File: src/rtl/pipeline_hazard_ctrl.sv
// Hazard controller for a five-stage pipeline with ID-stage branch resolution.
// Covers operand forwarding selects, the load-use stall, taken-branch flushes,
// and a RUN/WAIT handshake with a slow data memory that includes a
// 15-cycle timeout. It also keeps a saturating count of stall cycles.
module pipeline_hazard_ctrl (
    input  logic        clock,
    input  logic        reset,
    input  logic [4:0]  id_rs,
    input  logic [4:0]  id_rt,
    input  logic        id_rs_used,
    input  logic        id_rt_used,
    input  logic        id_branch_taken,
    input  logic        ewreg,
    input  logic        em2reg,
    input  logic [4:0]  edestReg,
    input  logic        mwreg,
    input  logic        mm2reg,
    input  logic        mwmem,
    input  logic [4:0]  mdestReg,
    input  logic        dmem_ready,
    output logic        wpcir,
    output logic        bubble_ex,
    output logic        flush_ifid,
    output logic        freeze,
    output logic [1:0]  fwda,
    output logic [1:0]  fwdb,
    output logic        dmem_req,
    output logic        mem_timeout,
    output logic [15:0] stall_cycles
);

    typedef enum logic {
        ST_RUN  = 1'b0,
        ST_WAIT = 1'b1
    } state_t;

    state_t     state;
    logic [3:0] wait_cnt;

    logic [1:0] fwd_rs;
    logic [1:0] fwd_rt;
    logic       load_use;
    logic       mem_access;
    logic       req_c;
    logic       freeze_c;
    logic       timeout_c;

    assign mem_access = mm2reg | mwmem;

    // Operand select and load-use detection; a match in EXE wins over MEM.
    always_comb begin
        fwd_rs = 2'b00;
        fwd_rt = 2'b00;
        if (ewreg && !em2reg && (edestReg != 5'd0) && (edestReg == id_rs))
            fwd_rs = 2'b01;
        else if (mwreg && (mdestReg != 5'd0) && (mdestReg == id_rs))
            fwd_rs = mm2reg ? 2'b11 : 2'b10;
        if (ewreg && !em2reg && (edestReg != 5'd0) && (edestReg == id_rt))
            fwd_rt = 2'b01;
        else if (mwreg && (mdestReg != 5'd0) && (mdestReg == id_rt))
            fwd_rt = mm2reg ? 2'b11 : 2'b10;
        load_use = ewreg && em2reg && (edestReg != 5'd0) &&
                   ((id_rs_used && (edestReg == id_rs)) ||
                    (id_rt_used && (edestReg == id_rt)));
    end

    // Memory handshake decode: request, freeze, and timeout for this cycle.
    always_comb begin
        req_c     = 1'b0;
        freeze_c  = 1'b0;
        timeout_c = 1'b0;
        case (state)
            ST_RUN: begin
                if (mem_access) begin
                    req_c    = 1'b1;
                    freeze_c = !dmem_ready;
                end
            end
            ST_WAIT: begin
                req_c = 1'b1;
                if (!dmem_ready) begin
                    if (wait_cnt == 4'd15)
                        timeout_c = 1'b1;
                    else
                        freeze_c = 1'b1;
                end
            end
            default: ;
        endcase
    end

    // Pipeline control outputs; a freeze masks stall/flush and reset forces a safe nop.
    always_comb begin
        wpcir      = 1'b1;
        bubble_ex  = 1'b0;
        flush_ifid = 1'b0;
        freeze     = 1'b0;
        dmem_req   = 1'b0;
        fwda       = 2'b00;
        fwdb       = 2'b00;
        if (reset) begin
            wpcir      = 1'b0;
            bubble_ex  = 1'b1;
            flush_ifid = 1'b1;
        end else begin
            freeze   = freeze_c;
            dmem_req = req_c;
            fwda     = fwd_rs;
            fwdb     = fwd_rt;
            if (freeze_c) begin
                wpcir = 1'b0;
            end else begin
                wpcir      = !load_use;
                bubble_ex  = load_use;
                flush_ifid = id_branch_taken && !load_use;
            end
        end
    end

    // RUN/WAIT sequencing with wait counter and sticky timeout flag.
    always_ff @(posedge clock or posedge reset) begin
        if (reset) begin
            state       <= ST_RUN;
            wait_cnt    <= 4'd0;
            mem_timeout <= 1'b0;
        end else begin
            case (state)
                ST_RUN: begin
                    if (freeze_c) begin
                        state    <= ST_WAIT;
                        wait_cnt <= 4'd1;
                    end
                end
                ST_WAIT: begin
                    if (dmem_ready || timeout_c) begin
                        state    <= ST_RUN;
                        wait_cnt <= 4'd0;
                    end else begin
                        wait_cnt <= wait_cnt + 4'd1;
                    end
                    if (timeout_c)
                        mem_timeout <= 1'b1;
                end
                default: state <= ST_RUN;
            endcase
        end
    end

    // Saturating count of cycles in which the PC and IF/ID registers hold.
    always_ff @(posedge clock or posedge reset) begin
        if (reset)
            stall_cycles <= 16'd0;
        else if (!wpcir && (stall_cycles != 16'hFFFF))
            stall_cycles <= stall_cycles + 16'd1;
    end

endmodule

File: config.mk
export PLATFORM = sky130hd
export DESIGN_NAME = pipeline_hazard_ctrl
export DESIGN_NICKNAME = d
export VERILOG_FILES = /design/src/rtl/pipeline_hazard_ctrl.sv
export SDC_FILE = /design/constraint.sdc
export NUM_CORES = 1
export LEC_CHECK = 0
export CORE_UTILIZATION = 49
export DETAILED_ROUTE_END_ITERATION = 12
export DONT_BUFFER_PORTS = 1
export GPL_TIMING_DRIVEN = 1
export PLACE_DENSITY_LB_ADDON = 0.12
export SLEW_MARGIN = 20
export SYNTH_ARGS = -nofsm -noshare
export SYNTH_HDL_FRONTEND = slang
export SYNTH_SLANG_ARGS = --single-unit
File: constraint.sdc
create_clock -name clock -period 1.8 [get_ports clock]
set_input_delay 0.36 -clock clock [delete_from_list [all_inputs] [get_ports clock]]
set_output_delay 0.36 -clock clock [all_outputs]
set_load 0.05 [all_outputs]
* Word-level counts from Yosys, hierarchy flattened
Cells that the tools add are included.
Cells by class: $add $sub $neg 2, reductions and logical operators 23, bitwise logic cells 2, equal/unequal tests 7, multiplexer cells 30
Operators with widths (number):
- $eq 5x5->1 | 4
- $mux 1 | 18
- $add 16x1->16 const B | 1
- $ne 16x16->1 const B | 1
- $logic_and 1x1->1 | 14
- $mux 2 | 6
- $reduce_bool 5->1 | 2
- $mux 4 | 2
- $pmux 4 s2 | 1
- $pmux 1 s2 | 3
- $add 4x1->4 const B | 1
- $eq 4x4->1 const B | 1
- $logic_not 1->1 | 4
- $logic_or 1x1->1 | 2
- $ne 2x2->1 const B | 1
- $reduce_and 2->1 | 1
- $not 1->1 | 1
- $or 1x1->1 | 1
Storage, ports and cells: logic and storage cells 68, bits of input ports 31, register bits after elaboration 22, output and inout bits 26

* Longest topological paths before layout
depth in word-level cells 9, depth in mapped cells 8, depth with buffers taken out 7

* Least setup slack after synthesis
OpenSTA, ideal clock, no wires.
kind reg2out, start point reg wait_cnt[0], end point out bubble_ex, path slack -1.128 ns, required time 1.440 ns, stages on the path, launching flop included 5, data arrival time 2.568 ns, path buffers 0, path through dfrtp_1 -> ha_1 -> a41o_1 -> nor3_1 -> a21oi_1
On the way: cells in the longest elaborated chain, start to end 6
Ends and longest elaborated chain:
- start: declaration | line 38 | logic [3:0] wait_cnt;
- start signal: assignment | line 139 | wait_cnt <= wait_cnt + 4'd1;
- $eq 4x4->1 | line 82 | if (wait_cnt == 4'd15)
- $mux 1 | line 82
- $mux 1 | line 81 | if (!dmem_ready) begin
- $pmux 1 s2 | line 72 | case (state)
- $mux 1 | line 110 | if (freeze_c) begin
- $mux 1 | line 101 | if (reset) begin
- end: declaration | line 22 | output logic bubble_ex,
Every way passes these cells.

* Worst setup path in the final report
start point reg wait_cnt[1], end point out wpcir
On the way: cells in the longest elaborated chain, start to end 6
Ends and longest elaborated chain:
- $eq 4x4->1 | line 82
- $mux 1 | line 82
- $mux 1 | line 81
- $pmux 1 s2 | line 72
- $mux 1 | line 110
- $mux 1 | line 101
- end: declaration | line 21 | output logic wpcir,
Every way passes these cells.

==> results.json <==
{
  "outcome": "finished, violations left",
  "violations": "setup timing",
  "synth_cell_type_count": 33,
  "overflow": 0,
  "synth.most_common_cell": "xnor2_1",
  "antenna_found_initial": 0,
  "powerDensity_nw_per_um2": 931,
  "cp.required_ns": 1.44,
  "critPathArrivalTime_ns": 1.75,
  "synth.area.top_cells": "dfrtp_1 (39%), xnor2_1 (17%), nand3_1 (4.6%), xor2_1 (4.3%), nor2_1 (4.3%)",
  "clk_pin_slew_worst_paths_ns": 0.13,
  "maxCapViolCount": 0,
  "reg2reg_from": "wait_cnt[1]$_DFFE_PP0P_",
  "clock_path_buffers": 2,
  "grt_pass1_vias": 1369,
  "start_kind": "register",
  "slew_headroom_pct": 68.9,
  "rsz0062_at_grt": "yes",
  "dr.pass1.iters": 4,
  "track_usage_pct": 25.0,
  "yosys.area_share.simple_pct": 23.3,
  "grt_max_degree": 25,
  "path_cells": "ha_2 -> a41o_1 -> nor2_2 -> nor2_2 -> buf_4 -> nand2_4 -> clkinvlp_4",
  "finalWirelength_mm": 3.83,
  "drtIter0Drc": 27,
  "cp_max_fo": 3,
  "stdcell_count": 239,
  "setup_viol": 15,
  "vias_per_cell": 5.70,
  "synth_edf_count": 0,
  "netlist.area_leader.share_pct": 39.0,
  "peakVddDrop_v": 0.00178,
  "worstReg2RegEnd": "stall_cycles[1]$_DFFE_PP0P_",
  "synthCells": 151,
  "synth_fp_nets": 184,
  "cts_hold_buf": 0,
  "tightest_slew_ns": 0.466,
  "placed_area_um2": 1980,
  "insertion_delay_ns": 0.32,
  "syn_to_final_growth_pct": 54.7,
  "async_reset_ff_share_pct": 100,
  "path_delay_family": "flip-flops",
  "cp_slowest_cell": "dfrtp_1",
  "timing.fmax_mhz": 473,
  "fp.dieArea_um2": 3100,
  "nets": 242,
  "cp_common_cell": "nor2_2",
  "floorplan.initialDensity_pct": 51.6,
  "ant_nets": 0,
  "finalInstanceArea_um2": 2180,
  "reg2reg_slack_ns": -0.09,
  "path_buf_inv": 2,
  "num-fill-cells": 171,
  "rows": 19,
  "muxShareOfSynthArea_pct": 0.798,
  "synth_compound_area_share_pct": 11.9,
  "drc": 0,
  "slew_viol_final": 0,
  "wl_per_cell_um": 16.0,
  "yosys_most_used_dff": "dfrtp_1",
  "layout_min_cycle_time_ns": 2.11,
  "synthTopCellsByCount": "xnor2_1 (27), dfrtp_1 (22), nor2_1 (16)",
  "place_hpwl_mm": 2.87,
  "startpoint": "wait_cnt[1]$_DFFE_PP0P_",
  "period_share_pct": 117,
  "synthXorXnorAreaFrac_pct": 21.1,
  "place_inst": 223,
  "pin_count": 57,
  "ys_warn_count": 0,
  "post-place-ws_ns": -0.203,
  "htreeDepth": 1,
  "setup_ws_ns": -0.313,
  "core_um2": 2730,
  "syn_avg_cell_area_um2": 9.35,
  "vias": 1362,
  "clock-sinks": 22,
  "cts_tree": "done",
  "die_x_um": 55.7,
  "yosysTopAreaCell": "dfrtp_1",
  "numCtsBuffers": 3,
  "synth_top_family_by_area": "simple AND/OR/NAND/NOR gates",
  "fin_skew_ns": 0.00779,
  "synth_adder_area_share_pct": 1.77,
  "cts_root_buf": "clkbuf_4",
  "power.leakage_nw": 0.896,
  "grt_pass1_wl_mm": 6.13,
  "seq_area_frac_synth_pct": 39.0,
  "fp.dieH_um": 55.7,
  "ys_ff_latch": 22,
  "io_buffers": 0,
  "path_class": "reg -> out",
  "r2r_cells": 8,
  "gp_congestion": 0.871,
  "slowest_delay_ns": 0.40,
  "critPathCaptureType": "output port",
  "antenna_cells": 0,
  "hp-class": "in -> async",
  "synth_area_um2": 1410,
  "hold_viol": 0,
  "final_util_pct": 79.9,
  "layout-drive-gt1-share_pct": 46.6
}
==> metal layers <==
metal | wire (um) | vias to the layer above | global-route usage (%)
met2 | 1980 | 36 | 43.9
met5 | 0 | - | 0
li1 | - | 643 | -
met3 | 204 | 6 | 6.98
met1 | 1610 | 677 | 29.9
met4 | 36 | 0 | 7.14
==> sequential cells by signal, summed over array words and instances (netlist names) <==
name / flops
stall_cycles: 16
mem_timeout: 1
state: 1
wait_cnt: 4
==> report_power, final <==
| group | total [mW] | switching, mW | leakage (nW) | internal, mW |
|---|---|---|---|---|
| clock | 0.383 | 0.158 | 0.0279 | 0.225 |
| sequential | 0.652 | 0.0590 | 0.281 | 0.593 |
| combinational | 0.996 | 0.621 | 0.587 | 0.375 |
==> worst max path at each step <==
stage | endpoint | depth (start not counted)
6_report | wpcir | 7
5_1_grt | wpcir | 7
4_1_cts | wpcir | 7
3_5_place_dp | stall_cycles[1]$_DFFE_PP0P_ | 6
3_3_place_gp | stall_cycles[1]$_DFFE_PP0P_ | 6
2_1_floorplan | flush_ifid | 6
==> per-stage QoR <==
| stage | power [mW] | hold WS, ns | TNS, ns |
|---|---|---|---|
| after floorplan | 1.32 | 0.268 | -0.721 |
| after global placement | 1.56 | 0.382 | -1.05 |
| after detailed placement | 1.58 | 0.377 | -2.18 |
| after CTS | 2.00 | 0.0364 | -1.23 |
| after global routing | 2.12 | 0.0502 | -2.69 |
| final | 2.03 | 0.0422 | -1.48 |
==> logic make-up after synthesis <==
| family | Yosys count |
|---|---|
| AO/OA/AOI/OAI | 21 |
| adder cells (fa/ha/maj) | 2 |
| buffers and inverters | 6 |
| multiplexers | 1 |
| AND/OR/NAND/NOR | 65 |
| flip-flops | 22 |
| XOR/XNOR | 34 |
==> repair_timing <==
| item | in CTS | in global routing |
|---|---|---|
| setup endpoints to repair | 22 | 22 |
| setup buffers | 9 | 3 |
| pin swaps | 7 | 9 |
| cloned | 0 | 1 |
| resized for setup | 10 | 5 |
==> cell type report <==
| type | count | area, um2 | area share (%) |
|---|---|---|---|
| clock buffer | 3 | 22.5 | 1.03 |
| clock inverter | 1 | 30.0 | 1.38 |
| inverter | 5 | 26.3 | 1.20 |
| multi-input combinational | 123 | 1030 | 47.2 |
| sequential | 22 | 558 | 25.6 |
| tap | 31 | 38.8 | 1.78 |
| timing repair buffer | 54 | 478 | 21.9 |
==> placed cells by master, fill, tap and decap left out, types with 2 or more instances in the layout <==
master | synthesis | layout
a21oi_1 | 5 | 2
xnor2_1 | 27 | 27
dfrtp_1 | 22 | 16
inv_1 | 5 | 3
clkinvlp_4 | 0 | 2
nand2_1 | 12 | 8
a21oi_4 | 0 | 3
nand2_4 | 0 | 3
and3_4 | 1 | 3
and3_1 | 6 | 4
clkbuf_4 | 0 | 3
xor2_1 | 7 | 7
dfrtp_2 | 0 | 6
buf_6 | 1 | 6
nand3_1 | 13 | 8
nand3_2 | 0 | 5
nor2_2 | 1 | 3
o21ai_4 | 1 | 2
nor2_1 | 16 | 13
buf_12 | 0 | 4
o32ai_4 | 0 | 2
buf_4 | 0 | 44
nand4_1 | 6 | 6
o21ai_0 | 5 | 5
nor3_1 | 4 | 2
==> worst register-to-register path, delay by kind of cell (launching register included) <==
| family | cells | cell delay (ns) |
|---|---|---|
| flops | 1 | 0.40 |
| compound gates | 2 | 0.38 |
| buf+inv | 2 | 0.31 |
| mux | 1 | 0.30 |
| fa+ha+maj | 1 | 0.19 |
| simple gates | 2 | 0.19 |
No activity file was read; power rests on OpenSTA's default activity.
